$ cat src/rtl/hemaia_clk_div_ctrl_pkg.sv
// hemaia_clk_div_ctrl_pkg: shared FSM state type and settle-time helper for the divider controller
package hemaia_clk_div_ctrl_pkg;

  typedef enum logic [1:0] {IDLE, APPLY, SETTLE} ctrl_state_e;

  // Worst case for a divider to reach its counter wrap twice at the largest divisor, plus margin.
  function automatic int unsigned default_settle_cycles(int unsigned w);
    return 2 * (2 ** w) + 2;
  endfunction

endpackage

$ cat src/rtl/hemaia_clk_div_rr_arb.sv
// hemaia_clk_div_rr_arb: round-robin arbiter, search starts one past the last granted channel
module hemaia_clk_div_rr_arb #(
  parameter int unsigned N    = 4,
  parameter int unsigned IdxW = 2
) (
  input  logic            clk_i,
  input  logic            rst_ni,
  input  logic [N-1:0]    req,
  input  logic            advance,
  output logic [N-1:0]    gnt,
  output logic [IdxW-1:0] gnt_idx
);

  logic [IdxW-1:0] ptr_q;
  logic [IdxW-1:0] idx;
  logic            found;

  always_comb begin
    gnt     = '0;
    gnt_idx = '0;
    found   = 1'b0;
    idx     = '0;
    for (int unsigned i = 0; i < N; i++) begin
      idx = IdxW'((32'(ptr_q) + i) % N);
      if (!found && req[idx]) begin
        found    = 1'b1;
        gnt[idx] = 1'b1;
        gnt_idx  = idx;
      end
    end
  end

  always_ff @(posedge clk_i or negedge rst_ni) begin
    if (!rst_ni) ptr_q <= '0;
    else if (advance) ptr_q <= (32'(gnt_idx) == N - 1) ? '0 : gnt_idx + 1'b1;
  end

endmodule

$ cat src/rtl/hemaia_clk_div_ctrl.sv
// hemaia_clk_div_ctrl: queues one divisor per channel and applies them one at a time,
// holding each divisor stable while its divider switches over.
module hemaia_clk_div_ctrl
  import hemaia_clk_div_ctrl_pkg::*;
#(
  parameter int unsigned NumDividers      = 4,
  parameter int unsigned MaxDivisionWidth = 4,
  parameter int unsigned DefaultDivision  = 1,
  parameter int unsigned SettleCycles     = default_settle_cycles(MaxDivisionWidth),
  localparam int unsigned ChanW           = (NumDividers > 1) ? $clog2(NumDividers) : 1
) (
  input  logic                                             clk_i,
  input  logic                                             rst_ni,
  input  logic                                             req_valid_i,
  output logic                                             req_ready_o,
  input  logic [ChanW-1:0]                                 req_chan_i,
  input  logic [MaxDivisionWidth-1:0]                      req_divisor_i,
  output logic [NumDividers-1:0][MaxDivisionWidth-1:0]     divisor_o,
  output logic [NumDividers-1:0]                           divisor_valid_o,
  output logic [NumDividers-1:0]                           pending_o,
  output logic                                             busy_o,
  output logic                                             done_o,
  output logic [ChanW-1:0]                                 done_chan_o
);

  localparam int unsigned CntW      = $clog2(SettleCycles + 1);
  localparam int unsigned ChanSlots = 2 ** ChanW;

  ctrl_state_e state_q, state_d;
  logic [CntW-1:0]                                 cnt_q;
  logic [NumDividers-1:0][MaxDivisionWidth-1:0]    pend_div_q;
  logic [NumDividers-1:0]                          pend_v_q;
  logic [NumDividers-1:0]                          gnt;
  logic [ChanW-1:0]                                gnt_idx;
  logic [ChanW-1:0]                                sel_q;
  logic [ChanSlots-1:0]                            chan_ok;
  logic accept, grant, settle_last, done_d;

  // Channel indices that do not map to a divider are refused at the port.
  assign chan_ok     = {ChanSlots{1'b1}} >> (ChanSlots - NumDividers);
  assign req_ready_o = chan_ok[req_chan_i];
  assign accept      = req_valid_i & req_ready_o;
  assign pending_o   = pend_v_q;

  hemaia_clk_div_rr_arb #(
    .N    (NumDividers),
    .IdxW (ChanW)
  ) i_arb (
    .clk_i   (clk_i),
    .rst_ni  (rst_ni),
    .req     (pend_v_q),
    .advance (grant),
    .gnt     (gnt),
    .gnt_idx (gnt_idx)
  );

  always_comb begin
    grant       = state_q == IDLE && |pend_v_q;
    settle_last = state_q == SETTLE && cnt_q == CntW'(SettleCycles - 1);
    done_d      = state_q == SETTLE && cnt_q == CntW'(SettleCycles - 2);
    state_d     = state_q;
    unique case (state_q)
      IDLE:    if (grant) state_d = APPLY;
      APPLY:   state_d = SETTLE;
      SETTLE:  if (settle_last) state_d = IDLE;
      default: state_d = IDLE;
    endcase
  end

  // Outputs are loaded on the grant edge so the APPLY cycle already shows the new divisor and pulse.
  always_ff @(posedge clk_i or negedge rst_ni) begin
    if (!rst_ni) begin
      state_q         <= IDLE;
      cnt_q           <= '0;
      sel_q           <= '0;
      busy_o          <= 1'b0;
      done_o          <= 1'b0;
      done_chan_o     <= '0;
      divisor_valid_o <= '0;
      divisor_o       <= {NumDividers{MaxDivisionWidth'(DefaultDivision)}};
      pend_v_q        <= '0;
      pend_div_q      <= '0;
    end else begin
      state_q         <= state_d;
      cnt_q           <= state_q == SETTLE ? cnt_q + 1'b1 : '0;
      sel_q           <= grant ? gnt_idx : sel_q;
      busy_o          <= state_d != IDLE;
      done_o          <= done_d;
      done_chan_o     <= done_d ? sel_q : done_chan_o;
      divisor_valid_o <= grant ? gnt : '0;
      for (int c = 0; c < NumDividers; c++) begin
        if (grant && gnt[c]) divisor_o[c] <= pend_div_q[c];
        if (accept && req_chan_i == ChanW'(c)) begin
          pend_v_q[c]   <= 1'b1;
          pend_div_q[c] <= req_divisor_i;
        end else if (grant && gnt[c]) begin
          pend_v_q[c] <= 1'b0;
        end
      end
    end
  end

endmodule

$ cat config.mk
export PLATFORM = sky130hd
export DESIGN_NAME = hemaia_clk_div_ctrl
export DESIGN_NICKNAME = d
export VERILOG_FILES = /design/src/rtl/hemaia_clk_div_ctrl_pkg.sv /design/src/rtl/hemaia_clk_div_rr_arb.sv /design/src/rtl/hemaia_clk_div_ctrl.sv
export SDC_FILE = /design/constraint.sdc
export NUM_CORES = 1
export LEC_CHECK = 0
export BUFFER_PORTS_ARGS = -buffer_cell sky130_fd_sc_hd__buf_2
export CORE_MARGIN = 5
export CORE_UTILIZATION = 45
export CTS_CLUSTER_DIAMETER = 150
export CTS_CLUSTER_SIZE = 40
export DETAILED_ROUTE_END_ITERATION = 16
export PLACE_DENSITY = 0.69
export SYNTH_ARGS = -nofsm -noshare
export SYNTH_HDL_FRONTEND = slang
export SYNTH_HIERARCHICAL = 1
export SYNTH_SLANG_ARGS = --single-unit
$ cat constraint.sdc
create_clock -name clk_i -period 4.3 [get_ports clk_i]
set_clock_uncertainty 0.2 [all_clocks]
set_input_delay 0.43 -clock clk_i [delete_from_list [all_inputs] [get_ports clk_i]]
set_output_delay 0.43 -clock clk_i [all_outputs]
set_load 0.01 [all_outputs]
[Word level (Yosys, flattened, before mapping)]
Cells that the tools add are included.
Storage, ports and cells
  flip-flop bits (word level): 56
  word-level logic and storage cells: 118
Operators by class
  add/subtract/negate cells: 5
  order comparisons: 9
  equal/unequal tests: 8
  multiplexer cells: 43
  bitwise operators: 4
  reduce and logical (&&, ||, !) cells: 29
Operators by type and width (number)
  1-bit two-way mux: 20
  4-bit two-way mux: 5
  1-bit logical AND: 18
  2-bit by 3-bit < comparator with 1-bit output, second input constant: 5
  2-bit two-way mux: 7
  6-bit equality test, second input constant: 2
  4-bit bitwise OR: 3
  1-bit binary-select mux with 2-bit select: 5
  2-bit nonzero test: 5
  1-bit demux with 2-bit select: 4
  2-bit equality test, second input constant: 4
  2-bit by 1-bit greater-or-equal comparator with 1-bit output, second input constant: 4
  6-bit by 1-bit adder with 6-bit output, second input constant: 1
  6-bit two-way mux: 1
  2-bit case mux with 3 select lines: 1
  2-bit by 1-bit adder with 2-bit output, second input constant: 2
  2-bit adder, second input constant: 2
  2-bit by 1-bit equality test with 1-bit output, second input constant: 2
  2-bit zero test: 2
  4-bit OR reduction: 1
  1-bit zero test: 3
  1-bit AND: 1

[Longest topological paths before layout]
  depth in word-level cells: 15
  gate-level depth with buffers: 12
  gate-level depth less buffers: 11

[Cells and area by module]
The synthesis kept the hierarchy.
Modules (own cells, without submodules)
  hemaia_clk_div_ctrl: times used 1, cells an instance 148, area an instance 2185.8 µm², sequential area each 1356.3 µm²
  hemaia_clk_div_rr_arb: times used 1, cells an instance 55, area an instance 508.0 µm², sequential area each 50.0 µm²

[Worst setup path before layout]
Ideal clock, no wire load.
  kind: register -> register
  start: register with a tool-made name
  end: register divisor_o[10] (netlist name)
  setup time: 0.125 ns
  arrival time: 2.704 ns
  setup slack: 1.271 ns
  stages on the path, launching flop included: 13
  path buffers: 2
  cell sequence: dfrtp_1 -> buf_6 -> inv_1 -> ha_1 -> mux4_2 -> or2_1 -> nor2_1 -> a22oi_1 -> o21ai_0 -> nor3b_1 -> and2_1 -> buf_6 -> mux2_4
RTL lines
  to (signal assigned): line hemaia_clk_div_ctrl.sv:80  | divisor_o <= {NumDividers{MaxDivisionWidth'(DefaultDivision)}};
  to (signal, indexed assignment): line hemaia_clk_div_ctrl.sv:92  | if (grant && gnt[c]) divisor_o[c] <= pend_div_q[c];
  to (decl): line hemaia_clk_div_ctrl.sv:18  | output logic [NumDividers-1:0][MaxDivisionWidth-1:0] divisor_o,

==> key figures <==
Placed design
  – Post-Place Setup Slack: 0.9762 ns
  – PortBufs: 36
  – RD Place Congestion: 0.8530
  – Dpl hpwl: 3580 um

Synthesis
  – Cell count after synthesis: 203
  – Synthesized net count: 221
  – Asr flop ratio synth: 100.0%
  – Post-synth EDFFs: 0
  – Flops & latches, synth: 56
  – Seq/Total Area, Yosys: 52.21%
  – Synth Cell Area: 2694 um^2
  – Avg Inst Size Synth: 13.27 um^2
  – Cell variety after synth: 40
  – Ys Warns: 6
  – Main synth FF type: dfrtp_1

Pwr
  – Power Density: 339.5 nW/um^2
  – VDD IR max: 0.2367 mV
  – Leak: 1.438 nW

Timing
  – Setup violators final: 0
  – Crit path time final: 3.348 ns
  – Unrepaired setup endpoints after global routing: no
  – Final Worst Setup Slack: 0.9521 ns
  – Pins over their slew limit: 0
  – Actual slew at the worst max-slew pin: 0.7561 ns
  – Relative slew slack: 49.48%
  – Hold Vio Cnt, Final: 0
  – Final Cycle Share: 77.86%
  – Fin Setup TNS: 0 ns
  – Fmax: 298.7 MHz

Global route
  – Largest net degree at the start of global routing: 37
  – Gr ovfl total: 0
  – Total Routing Usage GR: 14.10%
  – Vias in the first global route: 1773
  – First-pass GRT wire length: 8383 um
  – Initial antenna violation count: 0

Worst hold path
  – WHS Path Cells: 2
  – HP Start: req_divisor_i[1]
  – Worst Hold Class: in2reg
  – Hold-critical path endpoint: pend_div_q[9]$_DFFE_PN0P_

Layout
  – Share of layout cells above drive strength 1: 39.83%
  – Fillers: 527
  – N_diodes: 0
  – Register area: 1406 um^2
  – Multi-input gate area: 1170 um^2
  – Syn-to-layout area delta: 11.61%
  – Most frequent cells in the layout: dfrtp_1, buf_2, mux2_2
  – Fin nets: 258
  – Commonest non-fill, non-tap cell in the layout: dfrtp_1

Setup path
  – Worst EP arrival: 3.35 ns
  – Crit path max-delay family: simple AND/OR/NAND/NOR gates
  – Crit-path max cell delay: 0.41 ns
  – Worst-path fanout max: 14
  – Crit-path cells: buf_4 -> inv_1 -> ha_1 -> mux4_2 -> or2_1 -> nor2_1 -> a22oi_1 -> o21ai_0 -> nor3b_1 -> and2_1 -> mux2_4
  – CP required: 4.30 ns
  – R2R setup slack: 0.95 ns
  – Crit path capture type: flip-flop
  – Slowest CP cell: mux4_2
  – Startpoint Class: flip-flop
  – FF-to-FF End: divisor_o[14]$_DFFE_PN0P_
  – Worst r2r path cells: 11
  – Crit path buffers/inverters: 2
  – Kind of critical path: reg2reg

CTS
  – H-Tree Depth: 2
  – Clock Pin Slew Worst Setup and Hold Paths: 0.11 ns
  – CTS Buffer Depth: 2
  – Post-CTS Setup Inserts: 0
  – Root Buffer: clkbuf_8
  – CTS sink count: 56
  – Clk_lat worst skew: 0.31 ns
  – CTS tree: yes
  – CTS Buf Count: 5

Route
  – DRT Wirelength: 4856 um
  – DR vias/cell: 5.323
  – Vias: 1682
  – Pre-antenna DRT Iters: 4
  – Antenna viol nets, final: 0
  – DR iter-0 viols: 70
  – DR WL/cell: 15.37 um
  – DRC: 0

Floorplan
  – Die width: 87.37 um
  – Die area: 7634 um^2
  – Initial core utilization: 45.77%
  – Row count: 28
  – Ports: 38
  – Core area: 5886 um^2
  – Die height: 87.37 um

Status
  – Outcome: complete, no violations

Flow run
  – Max-capacitance violation count: 0
==> through the flow <==
step | power [mW] | cells | instance area [um^2] | hold slack (ns) | util, %
4_1_cts | 1.035 | 316 | 3007 | 0.1997 | 51.08
3_5_place_dp | 0.7335 | 307 | 2903 | 0.2236 | 49.32
2_1_floorplan | 0.6855 | 203 | 2694 | -0.06559 | -
3_3_place_gp | 0.7288 | 307 | 2903 | 0.2213 | 49.32
6_report | 1.021 | 316 | 3007 | 0.2165 | 51.08
5_1_grt | 1.077 | 316 | 3007 | 0.2028 | 51.08
==> cells in the mapped netlist (2+ instances only) <==
library cell  number  share of area, %
inv_1             10               1.4
xor2_1             2              0.65
o21ai_1            2              0.37
mux4_2             4               3.3
o21ai_0           11               2.0
a21oi_1            2              0.37
nor3b_1            7               2.0
buf_6              5               2.1
nand3_1            5              0.93
dfstp_2            4               3.9
mux2_2            24                10
mux2_4            12               6.7
dfrtp_1           52                48
or3_1              2              0.46
nand2_1            6              0.84
nand3b_1           2              0.56
a22oi_1            8               2.2
a21o_1             3              0.84
buf_4              2              0.56
and2_1             4              0.93
ha_1               9               4.2
mux2i_1            3               1.1
nor2_1             7              0.98
==> routing by layer <==
layer / global-route usage [%] / vias up / wire length (um)
met5: 0 / - / 0
met2: 22.05 / 53 / 2196
li1: - / 791 / -
met1: 18.30 / 827 / 2249
met4: 5.997 / 0 / 93
met3: 3.974 / 11 / 317
==> state kept, by name, indices dropped and copies added (netlist names), named ones only <==
register	count
state_q	2
pending_o	4
done_chan_o	2
cnt_q	6
divisor_o	16
pend_div_q	16
done_o	1
divisor_valid_o	4
busy_o	1
i_arb/ptr_q	1
sel_q	2
==> kinds of logic after synthesis <==
group | count (synthesis) | synth area share [%]
muxes | 43 | 21.18
adders and majority gates | 9 | 4.180
and+or+nand+nor | 42 | 9.661
buffers and inverters | 19 | 4.366
DFF | 56 | 52.21
xor gates and xnor gates | 3 | 0.9756
AOI/OAI and AO/OA | 30 | 7.292
other | 1 | 0.1392
==> report_power, final <==
part	switching, mW	internal [mW]
combinational	0.0573	0.0676
sequential	0.0259	0.571
clock	0.180	0.119
total	0.263	0.758
==> worst max-delay path by stage <==
stage                    from                        end  slack (ns)  depth (start not counted)
CTS                 flip-flop  divisor_o[14]$_DFFE_PN0P_        0.95                         11
floorplan           flip-flop  divisor_o[10]$_DFFE_PN0P_        1.27                         12
global route        flip-flop  divisor_o[10]$_DFFE_PN0P_        0.69                         11
finish              flip-flop  divisor_o[14]$_DFFE_PN0P_        0.95                         11
global placement    flip-flop  divisor_o[15]$_DFFE_PN0P_        1.06                         11
detailed placement  flip-flop   divisor_o[9]$_DFFE_PN0P_        0.98                         11
==> layout make-up <==
class	instances	share of cell area, %
Sequential cell	56	46.77
Multi-Input combinational cell	128	38.91
Timing Repair Buffer	39	6.825
Tap cell	75	3.121
Clock buffer	5	2.289
Inverter	10	1.248
Clock inverter	3	0.8323
==> what timing repair did <==
| item | 4_1_cts | 5_1_grt |
|---|---|---|
| endpoints found under the hold margin | 19 | 0 |
| gates resized for setup | 0 | 0 |
| setup endpoints to repair | 0 | 0 |
| hold buffers | 1 | 0 |
(Power assumes the default switching activity.)
